File: config.mk
export PLATFORM = sky130hd
export DESIGN_NAME = vga_sync_out
export DESIGN_NICKNAME = d
export VERILOG_FILES = /design/src/rtl/vga_sync_out.sv
export SDC_FILE = /design/constraint.sdc
export NUM_CORES = 1
export LEC_CHECK = 0
export BUFFER_PORTS_ARGS = -buffer_cell sky130_fd_sc_hd__clkbuf_2
export CORE_MARGIN = 3
export CORE_UTILIZATION = 35
export DETAILED_ROUTE_END_ITERATION = 8
export PLACE_DENSITY = 0.59
export SETUP_SLACK_MARGIN = 0.02
export SKIP_LAST_GASP = 1
export SYNTH_ARGS = -nofsm -noshare
export SYNTH_HDL_FRONTEND = slang
export SYNTH_SLANG_ARGS = --single-unit
File: constraint.sdc
create_clock -name clk -period 1.7 [get_ports clk]
set_input_delay 0.34 -clock clk [delete_from_list [all_inputs] [get_ports clk]]
set_output_delay 0.34 -clock clk [all_outputs]
set_load 0.05 [all_outputs]
File: src/rtl/vga_sync_out.sv
// Pixel-timing generator and registered output stage for the VGA monitor path.
// Counts the raster, publishes pixel coordinates, and drives aligned sync and colour pins.
module vga_sync_out #(
    parameter int DIV    = 2,
    parameter int H_DISP = 640,
    parameter int H_FP   = 16,
    parameter int H_SYNC = 96,
    parameter int H_BP   = 48,
    parameter int V_DISP = 480,
    parameter int V_FP   = 10,
    parameter int V_SYNC = 2,
    parameter int V_BP   = 33
) (
    input  logic       clk,
    input  logic       rst_n,
    input  logic [2:0] rgb_in,
    output logic [9:0] pix_x,
    output logic [9:0] pix_y,
    output logic       p_tick,
    output logic       video_on,
    output logic       hsync_n,
    output logic       vsync_n,
    output logic [2:0] rgb,
    output logic       frame_start
);

    localparam int H_TOTAL = H_DISP + H_FP + H_SYNC + H_BP;
    localparam int V_TOTAL = V_DISP + V_FP + V_SYNC + V_BP;

    // Compare in 11 bits so a 1024-wide raster cannot truncate its bounds.
    localparam logic [3:0]  DIV_LAST = 4'(DIV - 1);
    localparam logic [10:0] H_LAST   = 11'(H_TOTAL - 1);
    localparam logic [10:0] V_LAST   = 11'(V_TOTAL - 1);
    localparam logic [10:0] H_VIS    = 11'(H_DISP);
    localparam logic [10:0] V_VIS    = 11'(V_DISP);
    localparam logic [10:0] HS_START = 11'(H_DISP + H_FP);
    localparam logic [10:0] HS_END   = 11'(H_DISP + H_FP + H_SYNC);
    localparam logic [10:0] VS_START = 11'(V_DISP + V_FP);
    localparam logic [10:0] VS_END   = 11'(V_DISP + V_FP + V_SYNC);

    logic [3:0]  div_cnt_r;
    logic [9:0]  h_cnt_r;
    logic [9:0]  v_cnt_r;
    logic [10:0] h_ext_s;
    logic [10:0] v_ext_s;
    logic        tick_s;
    logic        h_last_s;
    logic        v_last_s;
    logic        visible_s;
    logic        hs_active_s;
    logic        vs_active_s;
    logic        hsync_n_r;
    logic        vsync_n_r;
    logic [2:0]  rgb_r;
    logic        frame_start_r;

    // Decode the current raster position into tick, wrap, visible and sync flags.
    always_comb begin
        h_ext_s     = {1'b0, h_cnt_r};
        v_ext_s     = {1'b0, v_cnt_r};
        tick_s      = 1'b0;
        if (rst_n && (div_cnt_r == DIV_LAST)) begin
            tick_s = 1'b1;
        end else begin
            tick_s = 1'b0;
        end
        h_last_s    = (h_ext_s == H_LAST);
        v_last_s    = (v_ext_s == V_LAST);
        visible_s   = (h_ext_s < H_VIS) && (v_ext_s < V_VIS);
        hs_active_s = (h_ext_s >= HS_START) && (h_ext_s < HS_END);
        vs_active_s = (v_ext_s >= VS_START) && (v_ext_s < VS_END);
    end

    // Clock divider producing one pixel strobe every DIV system clocks.
    always_ff @(posedge clk) begin
        if (!rst_n) begin
            div_cnt_r <= 4'd0;
        end else if (div_cnt_r == DIV_LAST) begin
            div_cnt_r <= 4'd0;
        end else begin
            div_cnt_r <= div_cnt_r + 4'd1;
        end
    end

    // Horizontal and vertical raster counters; both wraps may land on the same tick.
    always_ff @(posedge clk) begin
        if (!rst_n) begin
            h_cnt_r <= 10'd0;
            v_cnt_r <= 10'd0;
        end else if (tick_s) begin
            if (h_last_s) begin
                h_cnt_r <= 10'd0;
                if (v_last_s) begin
                    v_cnt_r <= 10'd0;
                end else begin
                    v_cnt_r <= v_cnt_r + 10'd1;
                end
            end else begin
                h_cnt_r <= h_cnt_r + 10'd1;
                v_cnt_r <= v_cnt_r;
            end
        end else begin
            h_cnt_r <= h_cnt_r;
            v_cnt_r <= v_cnt_r;
        end
    end

    // Output pins take the pre-increment position, giving one pixel of latency
    // so colour and sync levels for the same coordinate appear together.
    always_ff @(posedge clk) begin
        if (!rst_n) begin
            hsync_n_r <= 1'b1;
            vsync_n_r <= 1'b1;
            rgb_r     <= 3'b000;
        end else if (tick_s) begin
            hsync_n_r <= !hs_active_s;
            vsync_n_r <= !vs_active_s;
            rgb_r     <= visible_s ? rgb_in : 3'b000;
        end else begin
            hsync_n_r <= hsync_n_r;
            vsync_n_r <= vsync_n_r;
            rgb_r     <= rgb_r;
        end
    end

    // Single-clock pulse following the tick that wraps the raster back to (0,0).
    always_ff @(posedge clk) begin
        if (!rst_n) begin
            frame_start_r <= 1'b0;
        end else begin
            frame_start_r <= tick_s && h_last_s && v_last_s;
        end
    end

    assign pix_x       = h_cnt_r;
    assign pix_y       = v_cnt_r;
    assign p_tick      = tick_s;
    assign video_on    = visible_s;
    assign hsync_n     = hsync_n_r;
    assign vsync_n     = vsync_n_r;
    assign rgb         = rgb_r;
    assign frame_start = frame_start_r;

endmodule
==> impl_results.md <==
* Worst hold path type: input pin to flip-flop
* Post-Place Cells at roughly 250
* Routed length per instance at roughly 14 um
* Fin crit share at 0.9625
* Vias per std cell at ~5.2
* Die height at 69.28 um
* Fraction of layout cells with a size suffix above 1 at 0.4253
* Post-Syn Nets at 168
* Min Clock Period, post-route at between 1.5 and 2 ns
* Synth top area cells: dfxtp_1 (43%), ha_1 (5.4%), xnor2_1 (4.4%)
* CTS tree: done
* Clk sinks at 30
* Setup crit start kind: flip-flop
* Largest stage delay, worst path at roughly 0.37 ns
* Yosys top cell by area: dfxtp_1
* Max cap viols at 0
* Clk Latency, worst-skew pair at around 0.28 ns
* First-pass GRT wire length at 6016 um
* Vias in the first global route at 1343
* Cts bufs inserted at 5
* Chip width at about 70 um
* Total wire length at between 3000 and 4000 um
* VDD IR-drop max at ~550 uV
* Worst path arrival time at about 1.3 ns
* Most frequent cells in the layout: clkbuf_2 (30), buf_4 (22), dfxtp_1 (18)
* Syn Std Cell Area at 1401 um2
* Hpwl dp at between 2000 and 3000 um
* Clock transition at path regs at around 0.060 ns
* N_diodes at 0
* Routed vias at roughly 1400
* Clock tree buffer depth at 2
* GRT met2 Usage at 0.2532
* 1st-iter DRT viols at 54
* Syn Inst Count at between 150 and 200
* Max FO, Critical Path at 7
* GR Util All Layers at 0.1540
* Cell Chain, Critical Path: and4_2, nor3_4, buf_8
* # IOs at 33
* GRT met1 Usage at 0.1885
* Buf+Inv Stages, Crit Path at 1
* Delay-heaviest family, CP: simple AND/OR/NAND/NOR gates
* P&R area growth vs syn at 47.59%
* Busiest grt layer: met2
* Lkg Pwr at 0.8395 nW
* Max Clk Rate at approximately 610 MHz
* Critical path class: flip-flop to output pin
* Setup repair after global routing missed its margin: true
* Syn. warnings at 0
* RePlAce Congestion at between 0.7 and 0.8
* Initial Util at 0.3716
* Routed Antenna Nets at 0
* GR Overflow Total at 0
* Slew Viols, Final at 0
* DIE AREA at approximately 4800 um2
* Core ar. at 3771 um2
* Outcome: finished, final reports clean
* Worst Tran Pin Value at roughly 0.47 ns
* Commonest non-fill, non-tap cell in the layout: clkbuf_2
* Antenna violations before repair at 0
* DRT Pass-1 Iters at 4
* M3 GR Usage at 0.03478
* Fin util at 0.5484
* Crit. End Element: output pin
* Clock root buffer: clkbuf_8
* Register bit total from synthesis at 30
* I/O Buffers at 32
* Non-Filler Instances at 269
* Final nets at between 200 and 250
* Post-Syn Area per Cell at a little under 9 um2
* Largest net degree at the start of global routing at 10
* Distinct cells, synth at 34
* H-tree lvl count at 2
* Crit path required time at roughly 1.4 ns
* Final Skew at approximately 0.0084 ns
* Cell area power density at between 700 and 800 nW/um2
* # setup viols final at 0
* Share of the synthesized area in the top cell type at 0.4286
* Drt drc at 0
* Sequential cell area fraction in the yosys report at 0.4286
* Rel. slew slack at 0.6824
* Row cnt at 22
* Critical-path top delay cell: dfxtp_1
* Number of hold violations in the final report at 0
routing by layer:
metal	wire length, um	up-vias
met4	62	0
met3	177	10
met2	1878	38
met1	1547	653
li1	-	690
met5	0	-
flip-flops by register name (all words and copies together) (netlist names):
name / count
rgb: 3
frame_start: 1
div_cnt_r: 4
pix_x: 10
pix_y: 10
hsync_n: 1
vsync_n: 1
logic make-up after synthesis:
| logic type | count (synthesis) | synth area share |
|---|---|---|
| xor gates and xnor gates | 11 | 0.06875 |
| buffers and inverters | 10 | 0.03303 |
| AOI/OAI and AO/OA | 27 | 0.1152 |
| and+or+nand+nor | 73 | 0.3009 |
| adders and majority gates | 6 | 0.05357 |
| DFF | 30 | 0.4286 |
per-stage QoR:
| step | area [um2] | TNS [ns] | worst slack [ns] | hold slack [ns] | total power, W |
|---|---|---|---|---|---|
| 2_1_floorplan | 1459 | -0.007171 | -0.007171 | 0.4334 | 0.0008895 |
| 3_3_place_gp | 1764 | 0 | 0.05691 | 0.4634 | 0.0009577 |
| 3_5_place_dp | 1764 | -0.02925 | -0.02474 | 0.4734 | 0.0009657 |
| 4_1_cts | 1937 | 0 | 0.008753 | 0.2866 | 0.001568 |
| 5_1_grt | 2068 | -0.02110 | -0.02110 | 0.2956 | 0.001643 |
| 6_report | 2068 | 0 | 0.06376 | 0.2872 | 0.001579 |
repair_timing:
| action | CTS | global route |
|---|---|---|
| pin swaps | 0 | 11 |
| gates resized for setup | 9 | 19 |
| hold buffers | 0 | 0 |
| setup buffers | 5 | 9 |
| setup endpoints to repair | 4 | 11 |
| cloned | 0 | 0 |
report_power, final:
part | switching (W) | internal [W] | leakage, nW
clock network | 0.000246 | 0.000320 | 0.0443
logic | 0.000153 | 0.000113 | 0.546
registers | 0.0000196 | 0.000727 | 0.250
total | 0.000418 | 0.00116 | 0.840
synthesized netlist by cell type:
master / number
o21a_1: 1
a21oi_1: 8
nor4b_1: 1
and4_1: 2
or4_1: 1
o21ai_0: 10
inv_1: 6
nor4bb_1: 1
and2_1: 4
a22o_1: 3
inv_2: 1
nand4_2: 1
nor4_1: 4
or3_1: 7
buf_2: 1
a21boi_0: 1
o31ai_1: 1
nor2_1: 13
nor3_1: 4
dfxtp_1: 30
nand3_1: 11
nor4b_4: 1
xor2_1: 4
nand4_1: 7
ha_1: 6
xnor2_1: 7
and3_1: 3
clkbuf_1: 1
a2bb2oi_1: 1
nand2_1: 12
o22a_1: 1
buf_6: 1
o21ai_1: 1
nand4bb_2: 1
path summary, 6_finish.rpt:
kind                                start  slack (ns)  depth (start not counted)       end
worst max-delay path             pix_y[7]        0.06                          3  video_on
worst max register to register   pix_x[1]        0.07                          6  pix_y[6]
worst min register to register     rgb[2]        0.49                          1    rgb[2]
worst min-delay path            rgb_in[0]        0.29                          2    rgb[0]
cell type report:
cell class	count	area (um2)
inverter	7	28.78
fill	365	1703
timing repair buffer	60	426.7
tap	48	60.06
multi-input combinational	117	840.8
clock buffer	7	86.33
sequential	30	625.6
No activity file was read; power rests on OpenSTA's default activity.
